$ cat src/rtl/io_defs.sv
// rtl/io_defs.sv - shared register map, bit indices and state encoding for the watchdog
//
// Purpose: constants shared by the watchdog supervisor and its helpers.
// Ports: none (package).

package io_defs;

  // Register offsets, selected by Address[2:1]
  localparam logic [1:0] REG_CTRL   = 2'd0;
  localparam logic [1:0] REG_RELOAD = 2'd1;
  localparam logic [1:0] REG_KICK   = 2'd2;
  localparam logic [1:0] REG_CAUSE  = 2'd3;

  // CTRL bit indices
  localparam int CTRL_EN    = 0;
  localparam int CTRL_LOCK  = 1;
  localparam int CTRL_SWRST = 2;

  // CAUSE bit indices
  localparam int CAUSE_TIMEOUT = 0;
  localparam int CAUSE_BADKEY  = 1;
  localparam int CAUSE_SW      = 2;

  typedef enum logic [1:0] {
    ST_DISABLED = 2'd0,
    ST_RUNNING  = 2'd1,
    ST_HOLD     = 2'd2
  } wdt_state_e;

  localparam logic [15:0] DEFAULT_KICK_KEY = 16'h5A5A;

endpackage

$ cat src/rtl/wdt_prescaler.sv
// rtl/wdt_prescaler.sv - divide-by-PRESCALE tick generator with synchronous clear
//
// Purpose: while enabled, counts 0..PRESCALE-1 and flags a tick on the wrap cycle.
// Ports:
//   clock   in  system clock
//   resetn  in  synchronous active-low reset
//   enable  in  count this cycle
//   clear   in  restart the count from 0 (wins over enable)
//   tick    out high on the cycle the count wraps

module wdt_prescaler #(
  parameter int unsigned PRESCALE = 1
) (
  input  logic clock,
  input  logic resetn,
  input  logic enable,
  input  logic clear,
  output logic tick
);

  localparam logic [15:0] LAST = 16'(PRESCALE - 1);

  logic [15:0] count_q, count_d;

  // tick is independent of clear so the parent can derive clear from its
  // own next-state logic without forming a combinational loop.
  assign tick = enable && (count_q == LAST);

  always_comb begin
    count_d = count_q;
    if (clear) begin
      count_d = '0;
    end else if (enable) begin
      count_d = tick ? 16'd0 : count_q + 16'd1;
    end
  end

  always_ff @(posedge clock) begin
    if (!resetn) begin
      count_q <= '0;
    end else begin
      count_q <= count_d;
    end
  end

endmodule

$ cat src/rtl/wdt_reset_ctrl.sv
// rtl/wdt_reset_ctrl.sv - memory-mapped watchdog with keyed kicks and reset sequencer
//
// Purpose: programmable timeout counter, early-warning interrupt, fixed-length
// system reset pulse on timeout / bad key / software request, sticky cause reg.
// Ports:
//   clock          in   system clock
//   reset          in   synchronous active-low external/power-on reset
//   Select         in   chip select from the I/O address decoder
//   Read_enable    in   bus read strobe
//   Write_enable   in   bus write strobe
//   Address[2:0]   in   byte offset; [2:1] selects the register, [0] ignored
//   Write_data_in  in   16-bit write data
//   Read_data_out  out  registered read data (1-cycle latency, holds otherwise)
//   WDT_irq        out  early-warning interrupt, level
//   Sys_reset_out  out  active-high reset to CPU/peripherals

module wdt_reset_ctrl
  import io_defs::*;
#(
  parameter int unsigned RST_HOLD    = 4,
  parameter int unsigned PRESCALE    = 1,
  parameter logic [15:0] WARN_THRESH = 16'h00FF,
  parameter logic [15:0] KICK_KEY    = DEFAULT_KICK_KEY
) (
  input  logic        clock,
  input  logic        reset,
  input  logic        Select,
  input  logic        Read_enable,
  input  logic        Write_enable,
  input  logic [2:0]  Address,
  input  logic [15:0] Write_data_in,
  output logic [15:0] Read_data_out,
  output logic        WDT_irq,
  output logic        Sys_reset_out
);

  wdt_state_e  state_q, state_d;
  logic [15:0] counter_q, counter_d;
  logic [15:0] reload_q, reload_d;
  logic        en_q, en_d;
  logic        lock_q, lock_d;
  logic [2:0]  cause_q, cause_d;
  logic [3:0]  hold_cnt_q, hold_cnt_d;
  logic [15:0] rdata_q, rdata_d;
  logic        irq_q, irq_d;
  logic        sys_rst_q, sys_rst_d;

  logic        bus_wr, bus_rd;
  logic [1:0]  reg_sel;
  logic        wr_ctrl, wr_reload, wr_kick, wr_cause;
  logic        sw_req, en_req, dis_req, kick_ok, kick_bad;
  logic [2:0]  cause_set, cause_clr;
  logic        presc_en, presc_clear, tick;
  logic        unused_addr0;

  assign bus_wr       = Select & Write_enable;
  assign bus_rd       = Select & Read_enable;
  assign reg_sel      = Address[2:1];
  assign unused_addr0 = Address[0];

  assign wr_ctrl   = bus_wr && (reg_sel == REG_CTRL);
  assign wr_reload = bus_wr && (reg_sel == REG_RELOAD);
  assign wr_kick   = bus_wr && (reg_sel == REG_KICK);
  assign wr_cause  = bus_wr && (reg_sel == REG_CAUSE);

  assign sw_req   = wr_ctrl && Write_data_in[CTRL_SWRST];
  assign en_req   = wr_ctrl && !lock_q && Write_data_in[CTRL_EN];
  assign dis_req  = wr_ctrl && !lock_q && !Write_data_in[CTRL_EN];
  assign kick_ok  = wr_kick && (Write_data_in == KICK_KEY);
  assign kick_bad = wr_kick && (Write_data_in != KICK_KEY);

  assign presc_en = (state_q == ST_RUNNING);

  wdt_prescaler #(
    .PRESCALE(PRESCALE)
  ) u_prescaler (
    .clock (clock),
    .resetn(reset),
    .enable(presc_en),
    .clear (presc_clear),
    .tick  (tick)
  );

  always_comb begin
    state_d     = state_q;
    counter_d   = counter_q;
    reload_d    = reload_q;
    en_d        = en_q;
    lock_d      = lock_q;
    hold_cnt_d  = hold_cnt_q;
    rdata_d     = rdata_q;
    presc_clear = 1'b0;
    cause_set   = 3'b000;
    cause_clr   = wr_cause ? Write_data_in[2:0] : 3'b000;

    // Reads return pre-write register contents.
    if (bus_rd) begin
      case (reg_sel)
        REG_CTRL:   rdata_d = {14'd0, lock_q, en_q};
        REG_RELOAD: rdata_d = reload_q;
        REG_CAUSE:  rdata_d = {13'd0, cause_q};
        default:    rdata_d = 16'd0;
      endcase
    end

    // Configuration writes are dropped while the reset pulse is being issued.
    if (state_q != ST_HOLD) begin
      if (wr_ctrl) begin
        lock_d = lock_q | Write_data_in[CTRL_LOCK];
        if (!lock_q) begin
          en_d = Write_data_in[CTRL_EN];
        end
      end
      if (wr_reload && !lock_q) begin
        reload_d = Write_data_in;
      end
    end

    case (state_q)
      ST_DISABLED: begin
        if (sw_req) begin
          cause_set[CAUSE_SW] = 1'b1;
          state_d             = ST_HOLD;
        end else if (en_req) begin
          counter_d   = reload_q;
          presc_clear = 1'b1;
          state_d     = ST_RUNNING;
        end
      end

      ST_RUNNING: begin
        // Explicit bus requests take precedence over the tick of the same cycle.
        if (sw_req) begin
          cause_set[CAUSE_SW] = 1'b1;
          state_d             = ST_HOLD;
        end else if (kick_bad) begin
          cause_set[CAUSE_BADKEY] = 1'b1;
          state_d                 = ST_HOLD;
        end else if (dis_req) begin
          state_d = ST_DISABLED;
        end else if (kick_ok) begin
          counter_d   = reload_q;
          presc_clear = 1'b1;
        end else if (tick) begin
          if (counter_q == 16'd0) begin
            cause_set[CAUSE_TIMEOUT] = 1'b1;
            state_d                  = ST_HOLD;
          end else begin
            counter_d = counter_q - 16'd1;
          end
        end
      end

      ST_HOLD: begin
        if (hold_cnt_q == 4'(RST_HOLD - 1)) begin
          if (lock_q) begin
            // A locked watchdog always restarts; EN is forced so CTRL reads
            // stay consistent with the running state.
            counter_d   = reload_q;
            presc_clear = 1'b1;
            en_d        = 1'b1;
            state_d     = ST_RUNNING;
          end else begin
            en_d    = 1'b0;
            state_d = ST_DISABLED;
          end
        end else begin
          hold_cnt_d = hold_cnt_q + 4'd1;
        end
      end

      default: begin
        state_d = ST_DISABLED;
      end
    endcase

    if ((state_d == ST_HOLD) && (state_q != ST_HOLD)) begin
      hold_cnt_d = 4'd0;
    end

    // A new cause set wins over a same-cycle write-1-to-clear.
    cause_d   = (cause_q & ~cause_clr) | cause_set;
    irq_d     = (state_d == ST_RUNNING) && (counter_d <= WARN_THRESH);
    sys_rst_d = (state_d == ST_HOLD);
  end

  always_ff @(posedge clock) begin
    if (!reset) begin
      state_q    <= ST_DISABLED;
      counter_q  <= 16'hFFFF;
      reload_q   <= 16'hFFFF;
      en_q       <= 1'b0;
      lock_q     <= 1'b0;
      cause_q    <= 3'b000;
      hold_cnt_q <= 4'd0;
      rdata_q    <= 16'd0;
      irq_q      <= 1'b0;
      sys_rst_q  <= 1'b0;
    end else begin
      state_q    <= state_d;
      counter_q  <= counter_d;
      reload_q   <= reload_d;
      en_q       <= en_d;
      lock_q     <= lock_d;
      cause_q    <= cause_d;
      hold_cnt_q <= hold_cnt_d;
      rdata_q    <= rdata_d;
      irq_q      <= irq_d;
      sys_rst_q  <= sys_rst_d;
    end
  end

  assign Read_data_out = rdata_q;
  assign WDT_irq       = irq_q;
  assign Sys_reset_out = sys_rst_q;

endmodule

$ cat config.mk
export PLATFORM = sky130hd
export DESIGN_NAME = wdt_reset_ctrl
export DESIGN_NICKNAME = d
export VERILOG_FILES = /design/src/rtl/io_defs.sv /design/src/rtl/wdt_prescaler.sv /design/src/rtl/wdt_reset_ctrl.sv
export SDC_FILE = /design/constraint.sdc
export NUM_CORES = 1
export LEC_CHECK = 0
export ABC_CLOCK_PERIOD_IN_PS = 5660
export CORE_MARGIN = 5
export CORE_UTILIZATION = 45
export DETAILED_ROUTE_END_ITERATION = 10
export PLACE_DENSITY = 0.69
export SLEW_MARGIN = 25
export SYNTH_ARGS = -nofsm -noshare
export SYNTH_HDL_FRONTEND = slang
export SYNTH_SLANG_ARGS = --single-unit
$ cat constraint.sdc
create_clock -name clock -period 5.66 [get_ports clock]
set_input_delay 0.849 -clock clock [delete_from_list [all_inputs] [get_ports clock]]
set_output_delay 0.849 -clock clock [all_outputs]
set_load 0.01 [all_outputs]
# Word level (Yosys, flattened, before mapping)
# Index checks and enable logic that the tools add are counted.
[word_totals]
reg_bits = 77
in_bits = 24
[op_classes]
n_addsub = 3
n_lt_le_gt_ge = 1
n_eq_ne = 11
n_mux = 49
bitwise = 8
reduce_logical = 26
[op_table]
columns = ["operator", "count"]
rows = [
  ["16-bit 2-to-1 mux", 11],
  ["16-bit case mux with 3 select lines", 2],
  ["16-bit logical NOT", 2],
  ["1-bit 2-to-1 mux", 22],
  ["2-bit 2-to-1 mux", 11],
  ["16-bit by 1-bit adder with 16-bit output, second input constant", 1],
  ["16-bit by 15-bit equality test with 1-bit output, second input constant", 1],
  ["16-bit by 8-bit <= comparator with 1-bit output, second input constant", 1],
  ["16-bit by 15-bit inequality test with 1-bit output, second input constant", 1],
  ["16-bit by 1-bit subtractor with 16-bit output, second input constant", 1],
  ["1-bit logical AND", 14],
  ["2-bit equality test, second input constant", 4],
  ["2-bit by 1-bit equality test with 1-bit output, second input constant", 3],
  ["2-bit case mux with 3 select lines", 1],
  ["2-bit AND reduction", 3],
  ["2-bit OR reduction", 3],
  ["4-bit by 1-bit adder with 4-bit output, second input constant", 1],
  ["4-bit by 2-bit equality test with 1-bit output, second input constant", 1],
  ["2-bit logical NOT", 2],
  ["3-bit AND", 1],
  ["3-bit 2-to-1 mux", 1],
  ["3-bit NOT", 1],
  ["3-bit OR", 1],
  ["1-bit case mux with 3 select lines", 1],
  ["5 further kinds", 8],
]

# Depth between registers and ports, before layout
# Gate-level depths: netlist of run 1.
[depth]
ltp_word = 11
depth_mapped = 10

# By module
# From an unflattened synthesis of run 1, not the netlist that was laid out.
[hier_totals]
hier_cells = 570
hier_area_um2 = 4506.8
[by_module_without_submodules]
columns = ["mod", "instances", "cells_per_inst", "area_each_um2", "seq_area_each_um2"]
rows = [
  ["wdt_reset_ctrl", 1, 477, 3714.8, 1221.2],
  ["wdt_prescaler", 1, 93, 792.0, 320.3],
]

# Worst setup path before layout of run 1
# OpenSTA, ideal clock, no wires.
[synth_timing]
path_type = "input port to flip-flop"
start = "in Write_data_in[2]"
end = "reg irq_q (netlist: WDT_irq)"
setup_time_ns = 0.088
arrival_ns = 3.039
required_ns = 5.572
slack_ns = 2.533
stages = 8
path_buffers = 1
cell_sequence = "clkbuf_1 -> nor4bb_1 -> a41oi_1 -> or2_2 -> a21o_1 -> a21oi_1 -> or4b_1 -> nor4_2"
[synth_via]
elab_chain_len = 9
word_cells_on_any_way = 20
classes_between = "order compare: 1; eq/ne: 3; mux: 12; reduce/logical: 4"
[synth_lines]
columns = ["item", "line", "text"]
rows = [
  ["start, declared", "wdt_reset_ctrl.sv:31", "input logic [15:0] Write_data_in,"],
  ["16-bit by 15-bit equality test with 1-bit output", "wdt_reset_ctrl.sv:69", "assign kick_ok = wr_kick && (Write_data_in == KICK_KEY);"],
  ["1-bit logical AND", "wdt_reset_ctrl.sv:69", ""],
  ["16-bit 2-to-1 mux / 2-bit 2-to-1 mux (equally long branches)", "wdt_reset_ctrl.sv:141", "end else if (kick_ok) begin"],
  ["16-bit 2-to-1 mux / 2-bit 2-to-1 mux (equally long branches)", "wdt_reset_ctrl.sv:139", "end else if (dis_req) begin"],
  ["16-bit 2-to-1 mux / 2-bit 2-to-1 mux (equally long branches)", "wdt_reset_ctrl.sv:136", "end else if (kick_bad) begin"],
  ["16-bit 2-to-1 mux / 2-bit 2-to-1 mux (equally long branches)", "wdt_reset_ctrl.sv:133", "if (sw_req) begin"],
  ["16-bit case mux with 3 select lines / 2-bit case mux with 3 select lines (equally long branches)", "wdt_reset_ctrl.sv:119", "case (state_q)"],
  ["16-bit by 8-bit <= comparator with 1-bit output / 2-bit by 1-bit equality test with 1-bit output (equally long branches)", "wdt_reset_ctrl.sv:183", "irq_d = (state_d == ST_RUNNING) && (counter_d <= WARN_THRESH);"],
  ["1-bit logical AND *", "wdt_reset_ctrl.sv:183", ""],
  ["end signal, assigned", "wdt_reset_ctrl.sv:208", "irq_q <= irq_d;"],
  ["end, declared", "wdt_reset_ctrl.sv:45", "logic irq_q, irq_d;"],
]
# Mark *: on every way between the ends. The rest lies on a longest branch, timed or not.
# A chain may end at the register's enable or synchronous reset.

# Worst setup path after layout of run 1
# Same ends and word-level chain as after synthesis.

==> impl_metrics.env, run 1 <==
export IMPL_insertion_delay_ps=350
export IMPL_cp_max_fo=9
export IMPL_io_pins=42
export IMPL_synth_largest_area_cell="dfxtp_1"
export IMPL_worst_pin_slew_ps=995.4
export IMPL_antenna_left=0
export IMPL_p_per_area_nw_per_um2=226.7
export IMPL_grt_max_degree=31
export IMPL_fin_crit_sh_pct=66.02
export IMPL_cts_resized=0
export IMPL_yosysSeqAreaShare_pct=36.61
export IMPL_cts_sinks=77
export IMPL_via_count=4217
export IMPL_io_buffers=40
export IMPL_htree_levels=3
export IMPL_cts_buffers=9
export IMPL_coreArea_sq_um=9196
export IMPL_drt_vias_per_instance=6.174
export IMPL_grt_pass1_vias=4057
export IMPL_ys_warn_count=0
export IMPL_final_setup_skew_ps=15.92
export IMPL_cts_clk_slew_worst_paths_ps=90
export IMPL_wire_per_inst_um=17.60
export IMPL_synth_distinct_cells=67
export IMPL_peakVddDrop_mv=0.1012
export IMPL_synthArstFlopShare_pct=0
export IMPL_setup_viol=0
export IMPL_die_height_um=106.7
export IMPL_synth_commonest_cells="nand2_1, dfxtp_1, nor2_1, nand3_1, clkbuf_1"
export IMPL_cts_buffer_depth=2
export IMPL_max_freq_ghz=0.2676
export IMPL_first_iter_violations=340
export IMPL_required_ps=5930
export IMPL_synth_area_top_cells="dfxtp_1, nand2_1, nor2_1, nand3_1, a22oi_1"
export IMPL_end_kind="flop"
export IMPL_die_x_um=106.7
export IMPL_final_util_pct=53.21
export IMPL_yosys_most_used_dff="dfxtp_1"
export IMPL_synthCells=540
export IMPL_synth_nets=568
export IMPL_synth_area_sq_um=4210
export IMPL_synth_most_common_cell="nand2_1"
export IMPL_slew_violations=0
export IMPL_status="completed"
export IMPL_drc_errors=0
export IMPL_dp_cells=667
export IMPL_hpwl_um=8662
export IMPL_die_area_sq_um=11390
export IMPL_drive_gt1_share_pct=8.916
export IMPL_cts_root_buf="clkbuf_8"
export IMPL_totalPowerFinal_mw=1.109
export IMPL_fin_tns_setup_ps=0
export IMPL_rows=35
export IMPL_drt_wl_total_um=12020
export IMPL_cts_tree="yes"
export IMPL_finalHoldViolations=0
export IMPL_fin_cells=683
export IMPL_n_antenna_cell=0
export IMPL_ys_seq_elements=77
export IMPL_cts_setup_buffers=0
export IMPL_grt_usage_pct=21.42
export IMPL_worstHoldPathType="reg2reg"
export IMPL_postCtsHoldBufs=0
export IMPL_firstDrtPassIters=5
export IMPL_p_leak_nw=1.758
export IMPL_initial_core_util_pct=45.78
export IMPL_rsz0062_at_grt="no"
export IMPL_crit_type="in2reg"
export IMPL_gr_total_overflow=0
export IMPL_synth_edf_count=0
export IMPL_syn_avg_cell_area_sq_um=7.797
export IMPL_critPathArrivalTime_ps=4000
export IMPL_syn2layout_area_growth_pct=16.23
export IMPL_startpoint_type="primary input"
export IMPL_finalCriticalPeriod_ps=3737
export IMPL_drv_cap=0
export IMPL_fin_nets=595
export IMPL_fill_cells=898
export IMPL_relSlewSlack_pct=33.39
export IMPL_antenna_found_initial=0
export IMPL_whs_ps=466.7
export IMPL_grt_pass1_wl_um=19930
export IMPL_yosys_area_top_type_share_pct=36.61
export IMPL_gp_congestion=0.9258
## worst max-delay path, cell delays in order
cell and delay [ps]:
clkdlybuf4s50_1 580, nor4bb_1 500, a41oi_1 350, nor3_1 640, a21oi_1 210, or4b_1 570, nor4_2 280
## layout make-up
class | instances | area, sq um | share of cell area, %
clock inverters | 5 | 58.81 | 1.202
clock buffers | 11 | 141.4 | 2.889
multi-input cells | 420 | 2511 | 51.32
flip-flops and latches | 77 | 1541 | 31.50
well taps | 111 | 138.9 | 2.838
repair buffers | 48 | 460.4 | 9.409
inverters | 11 | 41.29 | 0.8438
## state kept, by name (all words and copies together), names as in the netlist, 2 cells and up
| register | cells |
|---|---|
| cause_q | 3 |
| state_q | 2 |
| u_prescaler.count_q | 16 |
| reload_q | 16 |
| hold_cnt_q | 4 |
| counter_q | 16 |
| Read_data_out | 16 |
## metal layers
| metal | global-route usage (%) | vias to the layer above | wire length, um |
|---|---|---|---|
| li1 | - | 2034 | - |
| met5 | 0 | - | 0 |
| met1 | 28.64 | 1971 | 5411 |
| met4 | 8.950 | 0 | 332 |
| met2 | 34.04 | 184 | 5445 |
| met3 | 3.793 | 28 | 831 |
## kinds of logic (layout without fill, tap and decap cells)
logic type,Yosys count,in the layout,synth area share [%]
buffers and inverters,43,75,3.893
AO/OA/AOI/OAI,114,114,19.02
adder cells (fa/ha/maj),4,4,1.189
AND/OR/NAND/NOR,275,275,33.17
flip-flops,77,77,36.61
XOR/XNOR,16,16,3.329
multiplexers,11,11,2.793
## power breakdown
| group | switching, mW | leakage [nW] | internal (mW) |
|---|---|---|---|
| registers | 0.0199 | 0.625 | 0.556 |
| clock network | 0.211 | 0.0959 | 0.217 |
| logic | 0.0564 | 1.04 | 0.0494 |
## through the flow
stage / setup WS [ps] / area [sq um]
3_5_place_dp: 1661 / 4693
4_1_cts: 2022 / 4893
5_1_grt: 1787 / 4893
2_1_floorplan: 2533 / 4210
6_report: 1923 / 4893
3_3_place_gp: 1661 / 4693
## placed cells by master, fill, tap and decap left out, types with 9 or more instances in the layout
master	n
nand3_1	32
clkbuf_8	10
nor2_1	67
nand2_1	83
nor4_1	10
a21oi_1	22
nand4_1	14
nor3_1	18
xor2_1	9
clkdlybuf4s50_1	40
dfxtp_1	77
inv_1	11
a22oi_1	16
o21ai_0	19
## final timing paths
path                                        from                to  slack [ps]  cells after the start
worst max-delay path            Write_data_in[2]           WDT_irq        1920                      7
worst min-delay path            Read_data_out[2]  Read_data_out[2]         470                      2
worst max register to register      counter_q[0]           WDT_irq        2400                      9
worst min register to register  Read_data_out[2]  Read_data_out[2]         470                      2
Note: power is estimated with default switching activity, not from simulation.
==> run 2, diff against run 1 <==
--- a/config.mk
+++ b/config.mk
@@ -5,7 +5,7 @@
 export SDC_FILE = /design/constraint.sdc
 export NUM_CORES = 1
 export LEC_CHECK = 0
-export ABC_CLOCK_PERIOD_IN_PS = 5660
+export ABC_CLOCK_PERIOD_IN_PS = 3500
 export CORE_MARGIN = 5
 export CORE_UTILIZATION = 45
 export DETAILED_ROUTE_END_ITERATION = 10
==> constraint.sdc (replaced) <==
create_clock -name clock -period 3.5 [get_ports clock]
set_input_delay 0.525 -clock clock [delete_from_list [all_inputs] [get_ports clock]]
set_output_delay 0.525 -clock clock [all_outputs]
set_load 0.01 [all_outputs]
==> impl_metrics.env, run 2 (same netlist as run 1, synthesis figures left out) <==
export IMPL_die_height_um=106.7
export IMPL_crit_slowest_cell="or4b_1"
export IMPL_wire_per_inst_um=17.47
export IMPL_startpoint_type="flop"
export IMPL_cts_buffers=9
export IMPL_cts_buffer_depth=2
export IMPL_die_x_um=106.7
export IMPL_status="completed"
export IMPL_drive_gt1_share_pct=12.73
export IMPL_drc_errors=0
export IMPL_setup_viol=0
export IMPL_rsz0062_at_grt="no"
export IMPL_crit_type="reg2reg"
export IMPL_rows=35
export IMPL_hpwl_um=9045
export IMPL_postCtsHoldBufs=0
export IMPL_worstHoldPathType="reg2reg"
export IMPL_finalCriticalPeriod_ps=3207
export IMPL_antenna_found_initial=0
export IMPL_io_buffers=40
export IMPL_hold_end="Read_data_out[2]"
export IMPL_htree_levels=3
export IMPL_cts_tree="yes"
export IMPL_fin_crit_sh_pct=91.62
export IMPL_cts_sinks=77
export IMPL_peakVddDrop_mv=0.3042
export IMPL_gr_total_overflow=0
export IMPL_first_iter_violations=360
export IMPL_p_leak_nw=1.889
export IMPL_grt_max_degree=31
export IMPL_final_cell_mix="nand2_1, dfxtp_1, nor2_1"
export IMPL_antenna_left=0
export IMPL_max_freq_ghz=0.3119
export IMPL_hold_depth=2
export IMPL_cp_cell_sequence="inv_1, ha_1, or4b_1, nor4_4, nor3_2, a211oi_1, o31ai_1, or4b_1, nor4_2"
export IMPL_cts_root_buf="clkbuf_8"
export IMPL_crit_buf_inv=1
export IMPL_final_util_pct=55.46
export IMPL_final_setup_skew_ps=19.95
export IMPL_fin_nets=621
export IMPL_stdcell_area_sq_um=5100
export IMPL_syn2layout_area_growth_pct=21.13
export IMPL_grt_pass1_vias=4150
export IMPL_max_stage_delay_ps=570
export IMPL_hold_start="Read_data_out[2]"
export IMPL_finalHoldViolations=0
export IMPL_io_pins=42
export IMPL_via_count=4311
export IMPL_r2r_end="WDT_irq"
export IMPL_critPathArrivalTime_ps=3490
export IMPL_cts_clk_slew_worst_paths_ps=80
export IMPL_final_common_cell="nand2_1"
export IMPL_worst_pin_slew_ps=675.1
export IMPL_totalPowerFinal_mw=1.860
export IMPL_firstDrtPassIters=5
export IMPL_drt_wl_total_um=12370
export IMPL_die_area_sq_um=11390
export IMPL_drv_cap=0
export IMPL_crit_top_cell="or4b_1"
export IMPL_cts_resized=0
export IMPL_crit_family="simple AND/OR/NAND/NOR gates"
export IMPL_cp_max_fo=7
export IMPL_fin_tns_setup_ps=0
export IMPL_p_per_area_nw_per_um2=364.8
export IMPL_insertion_delay_ps=370
export IMPL_slew_violations=0
export IMPL_grt_usage_pct=22.37
export IMPL_grt_pass1_wl_um=20690
export IMPL_relSlewSlack_pct=54.58
export IMPL_dpl_cell_area_sq_um=4888
export IMPL_reg2reg_depth=9
export IMPL_crit_reg2reg_launch="counter_q[1]"
export IMPL_coreArea_sq_um=9196
export IMPL_gp_congestion=0.9798
export IMPL_drt_vias_per_instance=6.089
export IMPL_cts_setup_buffers=0
export IMPL_end_kind="flop"
export IMPL_reg2reg_slack_ps=290
export IMPL_initial_core_util_pct=45.78
export IMPL_n_antenna_cell=0
export IMPL_required_ps=3790
[run 2: changes by cell type in the layout (fill, tap and decap cells not counted)]
cell	before	now
buf_4	8	34
bufinv_16	1	2
clkbuf_8	10	9
clkinv_2	1	0
[run 2: worst max-delay path by stage]
stage	start	endpoint	slack (ps)	cells after the start
2_1_floorplan	Write_data_in[2]	WDT_irq	700	8
4_1_cts	counter_q[1]	WDT_irq	330	9
3_3_place_gp	Write_data_in[1]	WDT_irq	170	9
3_5_place_dp	Write_data_in[1]	WDT_irq	160	9
6_report	counter_q[1]	WDT_irq	290	9
5_1_grt	counter_q[1]	WDT_irq	70	9
[run 2: metal layers]
layer / global-route usage, % / vias up / wire length (um)
li1: - / 2085 / -
met1: 28.83 / 2028 / 5540
met2: 36.74 / 160 / 5669
met3: 4.937 / 38 / 818
met4: 8.128 / 0 / 343
met5: 0 / - / 0
[run 2: worst min-delay path: stages (launching register included)]
cell	delay, ps
dfxtp_1	310
nand2_1	50
a21oi_1	50
[run 2: area by class of cell]
type                       count  area [sq um]
tap                          111         138.9
fill                         895          4096
clock inverter                 5         83.83
inverter                      11         41.29
multi-input combinational    420          2511
timing repair buffer          74         655.6
clock buffer                  10         127.6
sequential                    77          1541
[run 2: metrics by stage]
| step | hold slack, ps | setup slack, ps | instances |
|---|---|---|---|
| finish | 457.0 | 293.4 | 708 |
| floorplan | 448.1 | 697.3 | 540 |
| global route | 475.6 | 67.00 | 708 |
| CTS | 455.1 | 332.2 | 708 |
| global placement | 442.1 | 171.2 | 693 |
| detailed placement | 443.6 | 157.3 | 693 |
[run 2: power breakdown]
| part | internal, mW | switching, mW | leakage (nW) |
|---|---|---|---|
| Clock | 0.400 | 0.346 | 0.0990 |
| Sequential | 0.899 | 0.0308 | 0.625 |
| Combinational | 0.0889 | 0.0946 | 1.16 |
| Total | 1.39 | 0.472 | 1.89 |
==> run 3, diff against run 2 <==
--- a/config.mk
+++ b/config.mk
@@ -5,7 +5,6 @@
 export SDC_FILE = /design/constraint.sdc
 export NUM_CORES = 1
 export LEC_CHECK = 0
-export ABC_CLOCK_PERIOD_IN_PS = 3500
 export CORE_MARGIN = 5
 export CORE_UTILIZATION = 45
 export DETAILED_ROUTE_END_ITERATION = 10
==> results of run 3 <==
The final DEF is identical to that of run 2; final timing and power are the same.
